<file path="config.mk">
export PLATFORM = sky130hd
export DESIGN_NAME = alu_op_sequencer
export DESIGN_NICKNAME = d
export VERILOG_FILES = /design/src/rtl/alu_op_sequencer.sv
export SDC_FILE = /design/constraint.sdc
export NUM_CORES = 1
export LEC_CHECK = 0
export CORE_ASPECT_RATIO = 0.8
export CORE_MARGIN = 1
export CORE_UTILIZATION = 55
export CTS_BUF_LIST = sky130_fd_sc_hd__clkbuf_8
export DETAILED_ROUTE_END_ITERATION = 12
export PLACE_DENSITY = 0.83
export REMOVE_ABC_BUFFERS = 1
export SETUP_SLACK_MARGIN = 0.15
export SLEW_MARGIN = 20
export SYNTH_ARGS = -nofsm -noshare
export SYNTH_HDL_FRONTEND = slang
export SYNTH_SLANG_ARGS = --single-unit
</file>
<file path="constraint.sdc">
create_clock -name clk -period 2.6 [get_ports clk]
set_clock_uncertainty 0.2 [all_clocks]
set_input_delay 0.52 -clock clk [delete_from_list [all_inputs] [get_ports clk]]
set_output_delay 0.52 -clock clk [all_outputs]
set_load 0.05 [all_outputs]
</file>
<file path="src/rtl/alu_op_sequencer.sv">
// alu_op_sequencer: issue stage feeding a combinational ALU and writing results back to a small register file
module alu_op_sequencer #(
    parameter int DATA_W = 8,
    parameter int NREG   = 4,
    parameter int REG_AW = 2
) (
    input  logic              clk,
    input  logic              rst_n,
    input  logic              cmd_valid,
    output logic              cmd_ready,
    input  logic              cmd_load,
    input  logic [1:0]        cmd_op,
    input  logic [REG_AW-1:0] cmd_ra,
    input  logic [REG_AW-1:0] cmd_rb,
    input  logic [REG_AW-1:0] cmd_rd,
    input  logic [DATA_W-1:0] cmd_imm,
    output logic [DATA_W-1:0] alu_a,
    output logic [DATA_W-1:0] alu_b,
    output logic [1:0]        alu_sel,
    input  logic [DATA_W-1:0] alu_out,
    input  logic              alu_carry,
    input  logic              alu_zf,
    output logic              res_valid,
    output logic [DATA_W-1:0] res_data,
    output logic [REG_AW-1:0] res_rd,
    output logic              res_carry,
    output logic              res_zero,
    input  logic [REG_AW-1:0] dbg_addr,
    output logic [DATA_W-1:0] dbg_data
);
    typedef enum logic {IDLE, EXEC} state_t;
    state_t state, state_nx;
    logic [DATA_W-1:0] regs [NREG];
    logic [REG_AW-1:0] rd_q;
    logic [1:0] op_q;
    logic accept;
    always_comb begin
        cmd_ready = rst_n && state == IDLE;
        accept = cmd_valid && cmd_ready;
        state_nx = state == EXEC ? IDLE : (accept && !cmd_load) ? EXEC : IDLE;
    end
    always_ff @(posedge clk)
        state <= !rst_n ? IDLE : state_nx;
    always_ff @(posedge clk) begin
        if (!rst_n) begin
            for (int i = 0; i < NREG; i++) regs[i] <= '0;
            alu_a <= '0;
            alu_b <= '0;
            alu_sel <= '0;
            rd_q <= '0;
            op_q <= '0;
            res_valid <= 1'b0;
            res_data <= '0;
            res_rd <= '0;
            res_carry <= 1'b0;
            res_zero <= 1'b0;
        end else begin
            res_valid <= state == EXEC;
            if (state == EXEC) begin
                regs[rd_q] <= alu_out;
                res_data <= alu_out;
                res_rd <= rd_q;
                res_zero <= alu_zf;
                res_carry <= op_q == 2'b00 && alu_carry;
            end
            if (accept && cmd_load) regs[cmd_rd] <= cmd_imm;
            if (accept && !cmd_load) begin
                alu_a <= regs[cmd_ra];
                alu_b <= regs[cmd_rb];
                alu_sel <= cmd_op;
                rd_q <= cmd_rd;
                op_q <= cmd_op;
            end
        end
    end
    assign dbg_data = regs[dbg_addr];
endmodule

</file>
==> results_dict.tcl, run 1 <==
set metrics [dict create \
    ant_nets 0 \
    p_switching_w 0.000622 \
    postCtsSetupBuffers 0 \
    run_status "complete, no violations" \
    post-route-period-util_pct 92.2 \
    p_leak_nw 1.64 \
    combPwrFrac_pct 16.0 \
    hold_viol 0 \
    power.share.clock_pct 38.8 \
    drtPass1Iterations 5 \
    whs_path_depth 1 \
    end_kind "output port" \
    rows 24 \
    synth.avg_cell_area_um2 13.2 \
    grt_max_degree 19 \
    synth_area_um2 3130 \
    synthTopCellsByArea "edfxtp_1 (31%), dfxtp_1 (22%), mux4_2 (17%)" \
    cp_top_family "buffers and inverters" \
    cts_buffer_depth 2 \
    drv_slew 0 \
    relSlewSlack_pct 63.0 \
    synth_ff_type "dfxtp_1" \
    r2r-start "state" \
    placed_area_um2 3980 \
    cp.arrival_ns 1.68 \
    use_met1_pct 32.6 \
    finalWirelength_um 6730 \
    clkLatencyLatePin_ns 0.34 \
    design_area_um2 4230 \
    root_buffer "clkbuf_8" \
    drc_errors 0 \
    crit_start "dbg_addr[1]" \
    min_period_ns 2.40 \
    globalRouteMet2Util_pct 37.7 \
    synth_top_area_share_pct 30.7 \
    antenna_found_initial 0 \
    diodes 0 \
    path_class "in2out" \
    worstPathCellList "clkdlybuf4s50_1 > buf_4 > mux4_2 > buf_8" \
    switching_share_pct 24.1 \
    met3_usage_pct 10.2 \
    die_h_um 69.4 \
    setup_tns_ns 0 \
    nets 351 \
    grt_pass1_vias 2178 \
    cts_buffers 9 \
    cts_tree "done" \
    holdPathEnd "alu_b[3]" \
    slowest_stage "clkdlybuf4s50_1" \
    wl_per_cell_um 16.7 \
    yosys.cell_types.count 29 \
    irDropWorstVdd_uv 389 \
    die_x_um 86.3 \
    critPathLaunchType "primary input" \
    maxCapViolCount 0 \
    reg2reg_slack_ns 0.63 \
    hold_buffers 0 \
    max_freq_mhz 417 \
    setup-violations-final 0 \
    synth_top_area_cell "edfxtp_1" \
    ys_seq_area_share_pct 52.5 \
    min_path_type "reg2reg" \
    drive_gt1_share_pct 23.5 \
    worstPathMaxFanout 8 \
    via_count 2214 \
    p_int_w 0.00195 \
    clk_transition_reported_paths_ns 0.07 \
    grt_setup_unrepaired "no" \
    start_util_pct 57.2 \
    overflow 0 \
    busiest_layer "met2" \
    cp.required_ns 1.88 \
    path_buf_inv 3 \
    p_per_area_nw_per_um2 609 \
    track_usage_pct 24.6 \
    r2r_cells 4 \
    synth_edf_count 32 \
    dp_hpwl_um 5100 \
    core_um2 5470 \
    netlist_instances 237 \
    max_stage_delay_ns 0.46 \
    ys_seq_elements 66 \
    portBuffers 71 \
    post_drt_via_cell_ratio 5.51 \
    r2r-end "regs[2][6]" \
    routabilityCongestion 0.739 \
    hold_ws_ns 0.280 \
    ios 72 \
    die_area_um2 5990 \
    cts-htree-levels 3 \
    drt_iter0_drc 129 \
    tightest_slew_ns 0.553 \
    hold_start "alu_b[3]" \
    seqPwrFrac_pct 45.2 \
    yosysWarnings 0 \
    grt_first_pass_wirelength_um 11100 \
    area_growth_pct 35.3 \
    synthArstFlopShare_pct 0 \
    clock_sinks 66 \
]
metrics by stage:
stage	setup slack (ns)	utilization [%]	std cells	power, W
final	0.202	77.4	402	0.00258
after global routing	0.164	77.4	402	0.00265
after CTS	0.203	77.3	402	0.00259
after floorplan	0.469	-	218	0.00141
after global placement	-0.0129	72.8	386	0.00159
after detailed placement	-0.0230	72.8	386	0.00160
layout make-up:
| cell class | count | area [um^2] |
|---|---|---|
| fillers | 372 | 1240 |
| repair buffers | 90 | 882 |
| well taps | 78 | 97.6 |
| multi-input cells | 141 | 1330 |
| clock buffers | 9 | 124 |
| flip-flops and latches | 66 | 1640 |
| inverters | 11 | 41.3 |
| clock inverters | 7 | 109 |
metal layers:
layer	wire length [um]	part of all wire (%)
met5	0	0
met4	38	0.56
met3	685	10
met2	3110	46
met1	2890	43
cells by family after synthesis:
kind of cell	after synthesis	share of synthesized area (%)
compound gates	40	10.4
buf+inv	30	4.92
flops	66	52.5
mux	30	19.2
simple gates	71	13.0
cells in the final DEF, fill, tap and decap left out, types with 2 or more instances in the layout:
master           count
clkdlybuf4s50_1     61
nor2_1              41
dfxtp_1             34
edfxtp_1            32
mux4_2              24
buf_4               22
a22o_1              16
inv_1               12
a21oi_1             10
and2_1               9
and4b_1              9
clkbuf_8             9
mux2i_1              6
o21ai_0              5
o21ai_1              4
nand2_1              3
bufinv_16            3
clkinv_2             3
buf_12               3
and4bb_4             2
o221ai_4             2
buf_6                2
cells in the mapped netlist (2+ instances only):
cell and count:
buf_1 2, and4b_1 9, buf_4 2, nand2_1 3, edfxtp_1 32, a21oi_1 10, o21ai_0 5, mux4_2 24
buf_6 3, nor2_1 42, o221ai_4 2, o21ai_1 4, a22o_1 16, dfxtp_1 34, clkbuf_1 3, and4bb_4 2
mux2i_1 6, buf_2 9, and2_1 9, inv_1 11
worst register-to-register path: cells and delay by family, from the launching register on:
| family | cells | cell delay, ns |
|---|---|---|
| and+or+nand+nor | 2 | 0.32 |
| AOI/OAI and AO/OA | 1 | 0.30 |
| DFF | 1 | 0.62 |
| buffers and inverters | 1 | 0.28 |
flip-flops by register name, indices dropped and copies added (netlist names):
name,count
alu_sel,2
rd_q,2
res_data,8
regs,32
alu_b,8
res_valid,1
res_carry,1
alu_a,8
res_rd,2
state,1
res_zero,1
power groups by stage:
stage / clock (W) / sequential (W) / combinational, W
detailed placement: 0 / 0.00119 / 0.000409
global placement: 0 / 0.00118 / 0.000402
CTS: 0.00101 / 0.00116 / 0.000414
floorplan: 0 / 0.00123 / 0.000175
finish: 0.000999 / 0.00117 / 0.000412
global route: 0.00105 / 0.00117 / 0.000436
worst max-delay path by stage:
stage / cells past startpoint / slack, ns / endpoint
5_1_grt: 4 / 0.16 / cmd_ready
3_3_place_gp: 4 / -0.01 / dbg_data[5]
3_5_place_dp: 4 / -0.02 / dbg_data[4]
4_1_cts: 4 / 0.20 / cmd_ready
6_report: 4 / 0.20 / dbg_data[4]
2_1_floorplan: 2 / 0.47 / cmd_ready
timing repair:
| action | 4_1_cts | 5_1_grt |
|---|---|---|
| setup endpoints to repair | 8 | 1 |
| gates cloned | 0 | 0 |
| gates resized for setup | 5 | 1 |
Power figures use the tool's default switching activity.
==> inputs of run 2 (changes only) <==
Settings changed: SKIP_CTS_REPAIR_TIMING set to 1.
==> results_dict.tcl, run 2 (synthesis gave the netlist of run 1 again) <==
set metrics [dict create \
    setup_tns_ns 0 \
    max_freq_mhz 420 \
    ios 72 \
    drt_iter0_drc 121 \
    combPwrFrac_pct 16.1 \
    die_x_um 86.3 \
    path_buf_inv 3 \
    final_cells 402 \
    p_per_area_nw_per_um2 608 \
    cts_buffer_depth 2 \
    drtPass1Iterations 4 \
    die_h_um 69.4 \
    path_class "in2out" \
    dp_hpwl_um 5100 \
    hold_ws_ns 0.281 \
    diodes 0 \
    finalWirelength_um 6660 \
    run_status "complete, no violations" \
    core_um2 5470 \
    track_usage_pct 24.6 \
    grt_pass1_vias 2176 \
    end_kind "output port" \
    clkLatencyLatePin_ns 0.34 \
    final_common_cell "clkdlybuf4s50_1" \
    drc_errors 0 \
    routabilityCongestion 0.739 \
    root_buffer "clkbuf_8" \
    max_flop_register "regs" \
    slowest_stage "clkdlybuf4s50_1" \
    clock_sinks 66 \
    worstPathMaxFanout 8 \
    rows 24 \
    power.share.clock_pct 38.7 \
    p_int_w 0.00196 \
    cp.arrival_ns 1.66 \
    grt_setup_unrepaired "no" \
    reg2reg_slack_ns 0.63 \
    portBuffers 71 \
    cp.required_ns 1.88 \
    layout_common_cells "clkdlybuf4s50_1 (61), nor2_1 (41), dfxtp_1 (34)" \
    setup-violations-final 0 \
    cts-htree-levels 3 \
    max_stage_delay_ns 0.46 \
    worstPathCellList "clkdlybuf4s50_1 > buf_4 > mux4_2 > buf_6" \
    largest_reg_flops 32 \
    antenna_found_initial 0 \
    grt_max_degree 19 \
    min_period_ns 2.38 \
    die_area_um2 5990 \
    grt_first_pass_wirelength_um 11100 \
    cts_tree "done" \
    maxCapViolCount 0 \
    area_growth_pct 35.7 \
    multi_input_area_um2 1330 \
    p_switching_w 0.000621 \
    post_drt_via_cell_ratio 5.51 \
    nets 351 \
    relSlewSlack_pct 63.0 \
    overflow 0 \
    post-route-period-util_pct 91.5 \
    clk_transition_reported_paths_ns 0.07 \
    start_util_pct 57.2 \
    drive_gt1_share_pct 23.5 \
    tightest_slew_ns 0.553 \
    drv_slew 0 \
    cts_buffers 9 \
    p_leak_nw 1.65 \
    hold_viol 0 \
    cp_top_family "buffers and inverters" \
    seqPwrFrac_pct 45.2 \
    irDropWorstVdd_uv 389 \
    min_path_type "reg2reg" \
    ant_nets 0 \
    wl_per_cell_um 16.6 \
    critPathLaunchType "primary input" \
    via_count 2215 \
    seqCellArea_um2 1640 \
    fill_cells 370 \
    switching_share_pct 24.1 \
    dp.cells 386 \
]
==> run 2: cell count changes in the layout (fill, tap and decap cells not counted), sizes merged <==
cell,before,now
dlygate4sd2,1,0
dlymetal6s2s,0,1
==> run 2: cell type report <==
cell class                 count  share of cell area [%]
sequential                    66                    38.7
multi-input combinational    141                    31.4
timing repair buffer          90                    21.1
clock buffer                   9                    2.92
clock inverter                 7                    2.57
tap                           78                    2.30
inverter                      11                   0.973
==> run 2: final timing paths <==
kind / to / cells past startpoint / start
setup / recovery: dbg_data[1] / 4 / dbg_addr[1]
hold / removal: alu_b[3] / 1 / alu_b[3]
setup reg to reg: regs[2][6] / 4 / state
hold reg to reg: alu_b[3] / 1 / alu_b[3]
==> run 2: routing by layer <==
layer | up-vias | global-route usage (%) | routed length, um
met3 | 6 | 10.4 | 696
met1 | 1040 | 32.6 | 2860
li1 | 1057 | - | -
met2 | 112 | 37.4 | 3050
met5 | - | 0 | 0
met4 | 0 | 6.48 | 59
==> run 2: power groups by stage <==
stage	Clock [W]	Sequential (W)	Combinational, W
after floorplan	0	0.00123	0.000175
after global placement	0	0.00118	0.000402
after detailed placement	0	0.00119	0.000409
after CTS	0.00101	0.00116	0.000410
after global routing	0.00105	0.00117	0.000439
final	0.000998	0.00117	0.000415
==> run 2: metrics by stage <==
stage / utilization, % / setup slack [ns] / power, W / instance area (um^2)
2_1_floorplan: - / 0.469 / 0.00141 / 3010
3_3_place_gp: 72.8 / -0.0129 / 0.00159 / 3980
3_5_place_dp: 72.8 / -0.0230 / 0.00160 / 3980
4_1_cts: 77.1 / -0.0318 / 0.00258 / 4210
5_1_grt: 77.6 / 0.164 / 0.00266 / 4240
6_report: 77.6 / 0.221 / 0.00258 / 4240
==> inputs of run 3 (changes only) <==
Settings changed: CORE_UTILIZATION 55 to 45, PLACE_DENSITY 0.83 to 0.69, SKIP_LAST_GASP set to 1.
==> results_dict.tcl, run 3 (synthesis gave the netlist of run 1 again) <==
set metrics [dict create \
    run_status "complete, no violations" \
    cp_top_family "buffers and inverters" \
    fin_util_pct 63.8 \
    final_cells 406 \
    worstPathCellList "clkdlybuf4s50_1 > buf_12 > mux4_2 > buf_8" \
    clkLatencyLatePin_ns 0.33 \
    maxCapViolCount 0 \
    root_buffer "clkbuf_8" \
    setup-violations-final 0 \
    placed_area_um2 3970 \
    cp.arrival_ns 1.65 \
    max_stage_delay_ns 0.51 \
    post_drt_via_cell_ratio 5.44 \
    end_kind "output port" \
    timing.final.ws_setup_ns 0.227 \
    slowest_stage "clkdlybuf4s50_1" \
    r2r-start "state" \
    cts-htree-levels 3 \
    drt_iter0_drc 82 \
    reg2reg_slack_ns 0.58 \
    switching_share_pct 27.8 \
    via_count 2207 \
    dp.cells 390 \
    final_common_cell "clkdlybuf4s50_1" \
    cp.required_ns 1.88 \
    r2r_cells 4 \
    fill_cells 532 \
    diodes 0 \
    clock_sinks 66 \
    finalWirelength_um 6760 \
    antenna_found_initial 0 \
    hold_ws_ns 0.279 \
    die_x_um 95.2 \
    routabilityCongestion 0.691 \
    hold_viol 0 \
    nets 349 \
    holdPathEnd "alu_b[6]" \
    drc_errors 0 \
    power.share.clock_pct 31.4 \
    grt_max_degree 21 \
    post-route-period-util_pct 91.3 \
    track_usage_pct 20.2 \
    hold_start "alu_b[6]" \
    start_util_pct 47.8 \
    p_leak_nw 1.60 \
    clk_transition_reported_paths_ns 0.07 \
    min_period_ns 2.37 \
    rows 26 \
    layout_common_cells "clkdlybuf4s50_1 (61), nor2_1 (42), dfxtp_1 (34)" \
    wl_per_cell_um 16.6 \
    worstPathMaxFanout 8 \
    ant_nets 0 \
    relSlewSlack_pct 64.9 \
    whs_path_depth 1 \
    portBuffers 71 \
    p_per_area_nw_per_um2 552 \
    dp_hpwl_um 4890 \
    grt_setup_unrepaired "no" \
    cts_buffers 9 \
    drv_slew 0 \
    crit_start "dbg_addr[1]" \
    core_um2 6540 \
    seqPwrFrac_pct 50.6 \
    path_buf_inv 3 \
    min_path_type "reg2reg" \
    path_class "in2out" \
    drive_gt1_share_pct 22.4 \
    max_flop_register "regs" \
    design_area_um2 4170 \
    grt_pass1_vias 2136 \
    overflow 0 \
    p_switching_w 0.000639 \
    die_area_um2 7280 \
    max_freq_mhz 421 \
    largest_reg_flops 32 \
    ios 72 \
    drtPass1Iterations 4 \
    combPwrFrac_pct 18.1 \
    p_int_w 0.00166 \
    tightest_slew_ns 0.525 \
    grt_first_pass_wirelength_um 11000 \
    area_growth_pct 33.4 \
    irDropWorstVdd_uv 313 \
    r2r-end "regs[1][5]" \
    cts_buffer_depth 2 \
    cts_tree "done" \
    pre_cts_ws_ns -0.0134 \
    critPathLaunchType "primary input" \
    die_h_um 76.5 \
]
-- run 3: worst max-delay path by stage --
stage	end	depth (start not counted)
after floorplan	cmd_ready	2
after global placement	dbg_data[4]	4
after detailed placement	dbg_data[0]	4
after CTS	dbg_data[0]	4
after global routing	dbg_data[0]	4
final	dbg_data[0]	4
-- run 3: layer usage --
| layer | GRT usage, % | vias up | wire length [um] |
|---|---|---|---|
| met5 | 0 | - | 0 |
| met4 | 5.00 | 0 | 71 |
| met3 | 9.08 | 7 | 679 |
| met2 | 28.2 | 99 | 2780 |
| met1 | 28.4 | 1045 | 3220 |
| li1 | - | 1056 | - |
-- run 3: area by class of cell --
cell class	count	area, um^2	share of cell area, %
sequential	66	1640	39.4
multi-input combinational	141	1330	31.9
timing repair buffer	88	890	21.3
clock buffer	9	124	2.97
tap	84	105	2.52
inverter	11	41.3	0.990
clock inverter	7	37.5	0.900
-- run 3: power by group through the flow --
stage,logic (W),clock network (W),registers [W]
5_1_grt,0.000440,0.000801,0.00117
2_1_floorplan,0.000175,0,0.00123
6_report,0.000416,0.000722,0.00116
3_5_place_dp,0.000408,0,0.00119
4_1_cts,0.000409,0.000747,0.00116
3_3_place_gp,0.000404,0,0.00118
-- run 3: through the flow --
step	setup TNS, ns	total power, W
after floorplan	0	0.00141
after global placement	-0.0139	0.00159
after detailed placement	-0.0363	0.00159
after CTS	-0.0284	0.00232
after global routing	0	0.00241
final	0	0.00230
